[config.mk]
export PLATFORM = sky130hd
export DESIGN_NAME = i2s_audio_tx
export DESIGN_NICKNAME = d
export VERILOG_FILES = /design/src/rtl/i2s_audio_tx.sv
export SDC_FILE = /design/constraint.sdc
export NUM_CORES = 1
export LEC_CHECK = 0
export CELL_PAD_IN_SITES_DETAIL_PLACEMENT = 1
export CELL_PAD_IN_SITES_GLOBAL_PLACEMENT = 2
export CORE_UTILIZATION = 35
export DETAILED_ROUTE_END_ITERATION = 6
export PLACE_DENSITY_LB_ADDON = 0.2
export SKIP_LAST_GASP = 1
export SLEW_MARGIN = 25
export SYNTH_ARGS = -nofsm -noshare
export SYNTH_HDL_FRONTEND = slang
export SYNTH_SLANG_ARGS = --single-unit
export TNS_END_PERCENT = 1
[constraint.sdc]
create_clock -name clk -period 2.9 [get_ports clk]
set_input_delay 0.29 -clock clk [delete_from_list [all_inputs] [get_ports clk]]
set_output_delay 0.29 -clock clk [all_outputs]
set_load 0.01 [all_outputs]
[src/rtl/i2s_audio_tx.sv]
// i2s_audio_tx
//   Stereo I2S transmitter. A one-deep holding register takes {left, right}
//   sample pairs from a valid/ready producer; once per frame, on the bit-clock
//   falling edge that moves the slot counter from 0 to 1, the pair is copied
//   into a 2*SAMPLE_W shift register and shifted out MSB first. The I2S
//   one-bit delay after the LRCK edge therefore falls out naturally: slot 0
//   still carries the previous frame's right-channel LSB.
//
// Ports
//   clk, reset      system clock (>= 4x bclk_in), synchronous active-high reset
//   bclk_in         divided bit clock, asynchronous to clk
//   sample_l/_r     two's-complement channel samples
//   sample_valid    producer offers a pair
//   sample_ready    holding register empty
//   underrun_clr    clears the sticky underrun flag
//   i2s_bclk        re-timed bit clock
//   i2s_lrck        word select (0 = left, 1 = right)
//   i2s_data        serial data, MSB first
//   underrun        sticky: a frame was loaded with no pending pair
module i2s_audio_tx #(
  parameter int SAMPLE_W = 16
) (
  input  logic                clk,
  input  logic                reset,
  input  logic                bclk_in,
  input  logic [SAMPLE_W-1:0] sample_l,
  input  logic [SAMPLE_W-1:0] sample_r,
  input  logic                sample_valid,
  output logic                sample_ready,
  input  logic                underrun_clr,
  output logic                i2s_bclk,
  output logic                i2s_lrck,
  output logic                i2s_data,
  output logic                underrun
);

  localparam int FRAME_W = 2 * SAMPLE_W;
  localparam int SLOT_W  = $clog2(FRAME_W);

  localparam logic [SLOT_W-1:0] SLOT_LAST  = SLOT_W'(FRAME_W - 1);
  localparam logic [SLOT_W-1:0] SLOT_RIGHT = SLOT_W'(SAMPLE_W);

  logic               s1_q, s1_d;
  logic               s2_q, s2_d;
  logic               s3_q, s3_d;
  logic [SLOT_W-1:0]  slot_q, slot_d;
  logic               lrck_q, lrck_d;
  logic               data_q, data_d;
  logic [FRAME_W-1:0] frame_q, frame_d;
  logic [FRAME_W-1:0] hold_q, hold_d;
  logic               full_q, full_d;
  logic               underrun_q, underrun_d;

  logic fall_stb;
  logic load;
  logic accept;

  always_comb begin
    // Two flops resynchronise bclk_in; the third gives a delayed copy so a
    // falling edge is seen as s3=1, s2=0 and i2s_bclk (= s3) drops on the
    // same clk edge that lrck and data update.
    s1_d = bclk_in;
    s2_d = s1_q;
    s3_d = s2_q;

    fall_stb = s3_q & ~s2_q;
    load     = fall_stb & (slot_q == '0);
    accept   = sample_valid & ~full_q;

    slot_d     = slot_q;
    lrck_d     = lrck_q;
    data_d     = data_q;
    frame_d    = frame_q;
    hold_d     = hold_q;
    full_d     = full_q;
    underrun_d = underrun_q;

    if (fall_stb) begin
      slot_d = (slot_q == SLOT_LAST) ? '0 : slot_q + 1'b1;
      lrck_d = (slot_d >= SLOT_RIGHT);
      if (load) begin
        // The load sees only the pre-cycle holding contents; a pair handed
        // over in this very cycle waits for the next frame.
        frame_d = full_q ? hold_q : '0;
      end else begin
        frame_d = frame_q << 1;
      end
      data_d = frame_d[FRAME_W-1];
    end

    if (accept) begin
      hold_d = {sample_l, sample_r};
    end

    // Acceptance can coincide with a load only when the register was empty,
    // so "accept wins" never loses a pair.
    if (accept) begin
      full_d = 1'b1;
    end else if (load) begin
      full_d = 1'b0;
    end

    if (load && !full_q) begin
      underrun_d = 1'b1;
    end else if (underrun_clr) begin
      underrun_d = 1'b0;
    end
  end

  always_ff @(posedge clk) begin
    if (reset) begin
      s1_q       <= 1'b0;
      s2_q       <= 1'b0;
      s3_q       <= 1'b0;
      slot_q     <= '0;
      lrck_q     <= 1'b0;
      data_q     <= 1'b0;
      frame_q    <= '0;
      hold_q     <= '0;
      full_q     <= 1'b0;
      underrun_q <= 1'b0;
    end else begin
      s1_q       <= s1_d;
      s2_q       <= s2_d;
      s3_q       <= s3_d;
      slot_q     <= slot_d;
      lrck_q     <= lrck_d;
      data_q     <= data_d;
      frame_q    <= frame_d;
      hold_q     <= hold_d;
      full_q     <= full_d;
      underrun_q <= underrun_d;
    end
  end

  assign sample_ready = ~full_q;
  assign i2s_bclk     = s3_q;
  assign i2s_lrck     = lrck_q;
  assign i2s_data     = data_q;
  assign underrun     = underrun_q;

endmodule

* Yosys cells after proc, flatten, opt, wreduce, memory -nomap -nowiden
Index checks and enable logic that the tools add are counted.
** Storage, ports and cells
- Flip-flop bits (word level) :: 75
- Input port bits :: 37
- Output and inout port bits :: 5
** Operators by class
- Add/sub/neg operators :: 1
- $lt $le $gt $ge :: 1
- Eq/ne operators :: 1
- Multiplexer cells :: 7
- Bitwise operators :: 5
- Reduce and logical (&&, ||, !) cells :: 5
** Operators with widths (count)
- 32-bit 2-to-1 mux :: 2
- 5-bit by 1-bit adder with 5-bit output (second input constant) :: 1
- 5-bit == test (second input constant) :: 1
- 5-bit >= comparator (second input constant) :: 1
- 5-bit logical NOT :: 1
- 5-bit 2-to-1 mux :: 1
- 1-bit 2-to-1 mux :: 4
- 2-bit nonzero test :: 2
- 1-bit AND :: 3
- 1-bit inverter :: 2
- 1-bit logical AND :: 1
- 1-bit logical NOT :: 1

* Depth between registers and ports, before layout
Gate-level depths: netlist of the first run.
- Word-level depth :: 5
- Gate-level depth with buffers :: 6
- Gate-level depth less buffers :: 6

* Worst setup path after synthesis of the first run
No wires, ideal clock.
- Path type :: reg-to-reg
- From :: register slot_q[0]
- To :: register slot_q[2]
- Library setup time :: 0.070 ns
- Data arrival time :: 1.538 ns
- Required time :: 2.830 ns
- Slack :: 1.292 ns
- Cell stages (with the launch flop) :: 6
- Clock period less this slack :: 1.608 ns
- Cell sequence :: dfxtp_1 ha_1 and3_1 ha_1 or4b_1 a21oi_1
** On the way
- Word-level cells in the longest chain between the ends :: 2
- Elaborated cells on any way between the ends :: 3
- Classes of those cells :: 1 x add/sub; 1 x eq/ne; 1 x mux
** RTL lines
- start, declared :: RTL line 46 : logic [SLOT_W-1:0] slot_q, slot_d;
- start signal, assigned :: RTL line 126 : slot_q <= slot_d;
- 5-bit by 1-bit adder with 5-bit output / 5-bit == test (equally long branches) :: RTL line 79 : slot_d = (slot_q == SLOT_LAST) ? '0 : slot_q + 1'b1;
- 5-bit 2-to-1 mux * :: RTL line 79
Mark *: on every way between the ends. The rest lies on a longest branch, timed or not.
A chain may end at the register's enable or synchronous reset.

* Worst setup path in the final report of the first run
- From :: register slot_q[0]
- To :: register frame_q[25]
** On the way
- Word-level cells in the longest chain between the ends :: 3
** RTL lines
- 5-bit logical NOT :: RTL line 67 : load = fall_stb & (slot_q == '0);
- 1-bit AND :: RTL line 67
- 32-bit 2-to-1 mux :: RTL line 81 : if (load) begin
- end signal, assigned :: RTL line 129 : frame_q <= frame_d;
- end, declared :: RTL line 49 : logic [FRAME_W-1:0] frame_q, frame_d;
No other way between the ends.

==> results.md, run 1 <==
- The critical path goes through inv_1 > ha_1 > or4b_4 > nor4_4 > a221o_1.
- The uppermost metal layer occupied by signal nets is met4.
- The initial antenna violation count is 0.
- Between clock sinks in the finished design, the worst skew comes to 0.00871 ns.
- The layout overhead on the synthesized area is 22.2%.
- Clock-pin slew was measured on the worst setup and hold paths at 0.07 ns.
- The classification of the worst-slack hold path is reg -> reg.
- After the last flow step, the layout net total stands at 420.
- Clock tree synthesis inserted a total of 9 buffers.
- STA puts the critical path data arrival time at 2.28 ns.
- The detailed router finished its first iteration with 97 violations.
- For the worst flop-to-flop path, the logic depth is 5.
- Per report_power, the combinational group accounts for 9.7% of the total.
- The global-route wire length before repair is 12.3 mm.
- The area of the mapped netlist is 2970 um^2.
- The delay contributed by the slowest stage of the critical path is 0.58 ns.
- The count of final max-slew check failures was 0.
- Registers are responsible for 55.0% of the overall power.
- By area the synthesized netlist is led by sky130_fd_sc_hd__dfxtp_1 (50%), sky130_fd_sc_hd__nand2_1 (11%), sky130_fd_sc_hd__a21oi_1 (6.6%), sky130_fd_sc_hd__a221oi_1 (4.1%), sky130_fd_sc_hd__a221o_1 (4.0%).
- The number of hold buffers added after cts is 0.
- The buffer count from post-CTS setup fixing is 0.
- The actual transition at the worst max-transition pin is 0.741 ns.
- The final number of hold-violating endpoints is 0.
- The number of different library cells used by synthesis comes to 34.
- The worst hold-check slack is 0.456 ns.
- After layout, the worst setup slack is 0.899 ns.
- STA classifies the critical path startpoint as a register.
- The post-layout minimum cycle time is 2.00 ns.
- The DRC violations left is 0.
- Port buffering added 41 buffers.
- The first detailed-routing pass took 4 iterations.
- The number of top-level design ports is 42.
- The critical path is of the reg -> reg type.
- The number of antenna diodes in the final layout is 0.
- For this block, the routed nets add up to 7.24 mm of wire.
- Of all nets on the critical path, the largest fanout is 12.
- Of the post-synthesis cell area, the dominant cell type holds 49.8%.
- For this block, the via count after detailed routing is 2,534.
- For this run, the number of Yosys warnings is 0.
- The total negative slack for setup checks is 0 ns.
- The final number of setup-violating endpoints is 0.
- The number of H-tree levels is 3.
- The mean routed wirelength per cell is 14.8 um.
- The CTS tree is yes.
- The die extent in y is 94.2 um.
- The via count of the first global-routing pass is 2,590.
- Summed over all nets, the half-perimeter wirelength after detailed placement is 4.78 mm.
- In this run, synthesis produced a sequential element count of 74.
- In this run the power density over the cells is 539 nW/um^2.
- The x dimension of the die is 94.2 um.
- The post-route antenna net violation count is 0.
- The number of cell rows is 33.
- For this run, the top clock speed supported by timing is 0.500 GHz.
- The global placer's final weighted congestion is 0.720.
- Clock tree synthesis found a total of 74 sinks.
- The run finished with clean final reports.
- Timing analysis after detailed placement gives a worst setup slack of 0.917 ns.
- The all-layer global routing usage is 17.9%.
- The region available for standard cell placement spans 8220 um^2.
- The count of cells resized by post-cts repair is 0.
- The insertion delay to the later sink of the worst-skew pair is 0.34 ns.
- The highest-delay cell along the critical path is sky130_fd_sc_hd__nor4_4.
- The clock network burns 35.4% of the power.
- In this run the clock root is driven by a sky130_fd_sc_hd__clkbuf_8.
- The effective utilization at floorplan is 36.2%.
- The post-route netlist has 7.79% of its cells at a drive strength greater than 1.
- In this run the mean area of a mapped cell was 8.62 um^2.
- The switching fraction of total power is 24.6%.
- The number of instances in the synthesized netlist is 345.
- The max-cap violation count is 0.
- After detailed routing, the wire length on met1 is 3.66 mm.
- The worst hold path depth is 2.
- The worst-case vdd ir drop is 294 uV.
- The synthesized design spends more area on one cell type than any other, namely sky130_fd_sc_hd__dfxtp_1.
- The analysis attributes to net switching a power of 0.482 mW.
- The cell-internal power is 1.48 mW.
- The number of nets in the synthesized netlist is 385.
- Detailed routing placed a total of 150 um of wire on met3.
- The die covers 8870 um^2.
- Wire segments on met2 add up to 3.36 mm in the final route.
- The required time of the critical path is 3.18 ns.
- The analysis attributes to cell leakage a power of 1.32 nW.
- For this run the aggregate overflow at the end of global routing stands at 0.
- For this run, the register share of the synthesized area comes to 49.8%.
- The critical path capture point type is a register.
- The clock passes through at most 2 buffers.
- The via density per instance is 5.17.
- Setup repair after global routing left no endpoint under its margin.
- The pin count of the biggest net entering global routing is 45.
- The completed layout was analyzed and its total power is 1.96 mW.
- The worst path uses 69.0% of the clock period.
- In this run the tightest slew margin relative to its limit is 50.2%.
Yosys cell counts (all sizes together):
library cell  instances
a211oi                5
a21o                 11
a21oi                39
a221o                12
a221oi               14
a31oi                 1
a32oi                 1
and3                  1
buf                  11
clkbuf               17
dfxtp                74
ha                    3
inv                  18
nand2                89
nand2b                2
nand3                 1
nand4                 1
nor2                  5
nor2b                 5
nor3                  9
nor3b                 5
nor4                  1
nor4b                 5
o21ai                 3
o21bai                8
or3                   1
or4                   1
or4b                  2
path summary, 6_finish.rpt:
kind,start,to,slack [ns]
worst min-delay path,hold_q[22],hold_q[22],0.46
worst min register to register,hold_q[22],hold_q[22],0.46
worst max register to register,slot_q[0],frame_q[25],0.90
worst max-delay path,slot_q[0],frame_q[25],0.90
worst max-delay path: cells and delay by family, from the launching register on:
family | cells | cell delay, ns
AO/OA/AOI/OAI | 1 | 0.27
AND/OR/NAND/NOR | 2 | 1.09
adder cells (fa/ha/maj) | 1 | 0.15
flip-flops | 1 | 0.36
buffers and inverters | 1 | 0.07
state kept, by name, indices dropped and copies added (netlist names):
signal,flops
hold_q,32
frame_q,31
slot_q,5
full_q,1
i2s_bclk,1
i2s_data,1
s1_q,1
s2_q,1
underrun,1
layout by cell type, fill, tap and decap left out, types with 2 or more instances in the layout:
| cell | instances |
|---|---|
| sky130_fd_sc_hd__buf_4 | 11 |
| sky130_fd_sc_hd__ha_1 | 3 |
| sky130_fd_sc_hd__a211oi_1 | 5 |
| sky130_fd_sc_hd__nand2b_1 | 2 |
| sky130_fd_sc_hd__o21ai_0 | 3 |
| sky130_fd_sc_hd__a21oi_1 | 39 |
| sky130_fd_sc_hd__clkbuf_8 | 10 |
| sky130_fd_sc_hd__clkdlybuf4s50_1 | 40 |
| sky130_fd_sc_hd__nor4b_1 | 4 |
| sky130_fd_sc_hd__nor3_1 | 9 |
| sky130_fd_sc_hd__nor2b_1 | 4 |
| sky130_fd_sc_hd__o21bai_1 | 8 |
| sky130_fd_sc_hd__dfxtp_1 | 74 |
| sky130_fd_sc_hd__a221o_1 | 12 |
| sky130_fd_sc_hd__a21o_1 | 11 |
| sky130_fd_sc_hd__nand2_1 | 89 |
| sky130_fd_sc_hd__a221oi_1 | 14 |
| sky130_fd_sc_hd__clkbuf_1 | 3 |
| sky130_fd_sc_hd__nor2_1 | 4 |
| sky130_fd_sc_hd__inv_1 | 18 |
| sky130_fd_sc_hd__nor3b_1 | 5 |
| sky130_fd_sc_hd__clkinv_2 | 3 |
metal layers:
metal / vias to the layer above / global-route usage [%]
met5: - / 0
met4: 0 / 4.49
met3: 6 / 4.85
met2: 29 / 29.5
met1: 1236 / 23.0
li1: 1263 / -
power by group through the flow:
stage | logic (mW) | clock network, mW | registers [mW]
final | 0.189 | 0.692 | 1.08
after global routing | 0.214 | 0.760 | 1.08
after CTS | 0.193 | 0.718 | 1.08
after detailed placement | 0.193 | 0 | 1.10
after global placement | 0.189 | 0 | 1.10
after floorplan | 0.106 | 0 | 1.09
per-stage QoR:
stage,utilization (%),instance area (um^2),std cells
6_report,44.2,3630,490
5_1_grt,44.2,3630,490
4_1_cts,44.2,3630,490
3_5_place_dp,42.2,3470,474
3_3_place_gp,42.2,3470,474
2_1_floorplan,-,2970,345
cell type report:
| class | count | area (um^2) |
|---|---|---|
| Fill cell | 968 | 4580 |
| Tap cell | 105 | 131 |
| Sequential cell | 74 | 1480 |
| Multi-Input combinational cell | 225 | 1300 |
| Inverter | 18 | 67.6 |
| Clock buffer | 13 | 149 |
| Timing Repair Buffer | 52 | 488 |
| Clock inverter | 3 | 15.0 |
cell families after synthesis:
kind of cell | count (synthesis) | synth area share (%)
AOI/OAI and AO/OA | 94 | 21.8
adders and majority gates | 3 | 1.26
buffers and inverters | 46 | 6.48
DFF | 74 | 49.8
and+or+nand+nor | 128 | 20.6
No activity file was read; power rests on OpenSTA's default activity.
==> run 2, diff against run 1 <==
--- a/config.mk
+++ b/config.mk
@@ -7,7 +7,7 @@
 export LEC_CHECK = 0
 export CELL_PAD_IN_SITES_DETAIL_PLACEMENT = 1
 export CELL_PAD_IN_SITES_GLOBAL_PLACEMENT = 2
-export CORE_UTILIZATION = 35
+export CORE_UTILIZATION = 32
 export DETAILED_ROUTE_END_ITERATION = 6
 export PLACE_DENSITY_LB_ADDON = 0.2
 export SKIP_LAST_GASP = 1
==> constraint.sdc (replaced) <==
create_clock -name clk -period 2.02 [get_ports clk]
set_input_delay 0.202 -clock clk [delete_from_list [all_inputs] [get_ports clk]]
set_output_delay 0.202 -clock clk [all_outputs]
set_load 0.01 [all_outputs]
==> results.md, run 2 (same netlist as run 1, synthesis figures left out) <==
- The run finished with clean final reports.
- The worst setup path is launched from a register.
- The number of hold buffers added after cts is 0 (unchanged).
- The clock group share of total power came to 35.3% (about the same).
- The leakage dissipation is 1.35 nW (+2.6%).
- The post-layout minimum cycle time was 1.77 ns (-0.235 ns).
- The actual transition at the worst max-transition pin was 0.665 ns (-0.0762 ns).
- Setup repair after global routing left no endpoint under its margin.
- The number of cell rows is 34 (+3.0%).
- The number of fill cells was 1,075 (+11%).
- The initial antenna violation count is 0 (unchanged).
- The fraction of final layout cells sized beyond drive strength 1 is 9.69% (+1.9 points).
- The pin count of the biggest net entering global routing is 37 (-18%).
- The worst-case clock skew is 0.00659 ns (-0.00212 ns).
- The classification of the worst setup path is reg -> reg.
- The total clock sinks is 74 (unchanged).
- The number of flip-flops under the largest register name is 32 (unchanged).
- The switching fraction of total power is 24.7% (+0.12 points).
- The number of detailed-route iterations in the first pass is 4 (unchanged).
- The worst-case vdd ir drop is 294 uV (about the same).
- The final number of hold-violating endpoints is 0 (unchanged).
- The buffer count from post-CTS setup fixing was 0 (unchanged).
- The highest net fanout along the worst path is 14 (+2).
- The DRC violations left came to 0 (unchanged).
- The effective utilization at floorplan was 33.6% (-2.6 points).
- The number of H-tree levels is 3 (unchanged).
- The worst slew slack as a fraction of its limit is 55.4% (+5.2 points).
- The total negative slack for setup checks is 0 ns (unchanged).
- Compared with the post-synthesis result, the final layout area differs by 24.3%.
- The global-route wire length before repair is 13.0 mm (+5.3%).
- The fmax is 0.566 GHz (+13%).
- The max-cap violation count is 0 (unchanged).
- The root buffer cell is sky130_fd_sc_hd__clkbuf_8.
- The clock-pin transition on the worst setup and hold timing paths is 0.08 ns (about the same).
- The cell-internal power was 2.13 mW (+44%).
- The sequential fraction of design power was 54.7% (-0.3 points).
- STA classifies the critical path endpoint as a register.
- The via count is 2,530 (-0.16%).
- The x dimension of the die is 98.4 um (+4.5%).
- The insertion delay to the later sink of the worst-skew pair is 0.34 ns (about the same).
- The CTS tree is yes.
- The post-route antenna net violation count came to 0 (unchanged).
- The largest buffer count on any clock path came to 2 (unchanged).
- The global placer's final weighted congestion was 0.718 (-0.25%).
- The count of final max-slew check failures was 0 (unchanged).
- The count of nets after finishing is 427 (+1.7%).
- The mean routed wirelength per cell is 15.0 um (+1.7%).
- The library cell used most frequently in the layout, excluding fill and tap cells, is sky130_fd_sc_hd__nand2_1.
- The count of cells resized by post-cts repair is 0 (unchanged).
- The part of the cycle the worst path needs was 87.4% (+18 points).
- The largest registers in the layout are hold_q (32), frame_q (31), slot_q (5).
- The area of the core is 8850 um^2 (+7.7%).
- The number of clock buffers inserted by TritonCTS came to 9 (unchanged).
- The tightest min-delay check is of the in -> reg type.
- The die area is 9680 um^2 (+9.2%).
- The register name with the most flops is hold_q.
- The final number of setup-violating endpoints was 0 (unchanged).
- The overall overflow remaining after global route is 0 (unchanged).
- The routed wire length is 7.52 mm (+3.8%).
- The non-filler instance count after layout was 500 (+2.0%).
- The via density per instance is 5.06 (-2.2%).
- The total power density per cell area is 765 nW/um^2 (+42%).
- In the layout the commonest cells are sky130_fd_sc_hd__nand2_1 (89), sky130_fd_sc_hd__dfxtp_1 (74), sky130_fd_sc_hd__clkdlybuf4s50_1 (40), sky130_fd_sc_hd__a21oi_1 (39).
- The required time of the critical path is 2.27 ns (-0.91 ns).
- The number of antenna cells inserted is 0 (unchanged).
- The all-layer global routing usage was 17.0% (-0.85 points).
- The switching power was 0.700 mW (+45%).
- The number of placed instances, taps included is 484 (+2.1%).
- The power share of the combinational group is 10.0% (+0.3 points).
- The number of port buffers is 41 (unchanged).
- The via count of the first global-routing pass is 2,639 (+1.9%).
- The number of DRC markers in iteration 0 is 80 (-18%).
- The number of top-level design ports is 42 (unchanged).
- The arrival time reported for the critical path endpoint is 2.01 ns (-0.27 ns).
- The die extent in y came to 98.4 um (+4.5%).
- The detailed placer's ending HPWL is 5.08 mm (+6.3%).
run 2: cell types whose count changed in the layout (fill, tap and decap cells not counted):
cell / change
sky130_fd_sc_hd__buf_4: +7
sky130_fd_sc_hd__nor3_1: -1
sky130_fd_sc_hd__nor3_2: +1
run 2: layout make-up:
type	count	area (um^2)	share of cell area, %
sequential	74	1480	40.1
multi-input combinational	225	1310	35.4
timing repair buffer	59	541	14.6
clock buffer	13	149	4.03
tap	108	135	3.66
inverter	18	67.6	1.83
clock inverter	3	15.0	0.406
run 2: through the flow:
| step | hold WS, ns | utilization [%] | setup WS, ns | area (um^2) | power, mW |
|---|---|---|---|---|---|
| after global routing | 0.255 | 41.8 | 0.0376 | 3690 | 2.97 |
| after floorplan | 0.330 | - | 0.412 | 2970 | 1.72 |
| after detailed placement | 0.445 | 39.9 | 0.233 | 3530 | 1.87 |
| after CTS | 0.217 | 41.8 | 0.209 | 3690 | 2.88 |
| after global placement | 0.443 | 39.8 | 0.0257 | 3530 | 1.86 |
| final | 0.231 | 41.8 | 0.255 | 3690 | 2.83 |
run 2: routing by layer:
metal / part of all wire [%] / wire length (um) / vias up / GRT usage (%)
li1: - / - / 1275 / -
met1: 50 / 3760 / 1214 / 22.3
met2: 46 / 3450 / 30 / 27.6
met3: 2.4 / 179 / 11 / 3.44
met4: 1.6 / 123 / 0 / 6.54
met5: 0 / 0 / - / 0
run 2: worst paths after layout:
path                                 start         end  slack [ns]  cells past startpoint
worst max-delay path             slot_q[0]  frame_q[3]        0.25                      7
worst min-delay path                 reset   hold_q[9]        0.23                      2
worst max register to register   slot_q[0]  frame_q[3]        0.25                      7
worst min register to register  hold_q[27]  hold_q[27]        0.46                      2
run 2: critical path: stages, from the launching register on:
cell	delay, ns
sky130_fd_sc_hd__dfxtp_1	0.36
sky130_fd_sc_hd__inv_1	0.07
sky130_fd_sc_hd__ha_1	0.15
sky130_fd_sc_hd__nor4b_2	0.26
sky130_fd_sc_hd__buf_4	0.25
sky130_fd_sc_hd__nor2_1	0.05
sky130_fd_sc_hd__buf_4	0.21
sky130_fd_sc_hd__a221oi_1	0.31
run 2: power groups by stage:
stage                     Clock (mW)  Sequential (mW)  Combinational, mW
after floorplan                    0             1.57              0.152
after global placement             0             1.58              0.282
after detailed placement           0             1.58              0.288
after CTS                       1.04             1.55              0.290
after global routing            1.10             1.55              0.320
final                          0.999             1.55              0.283
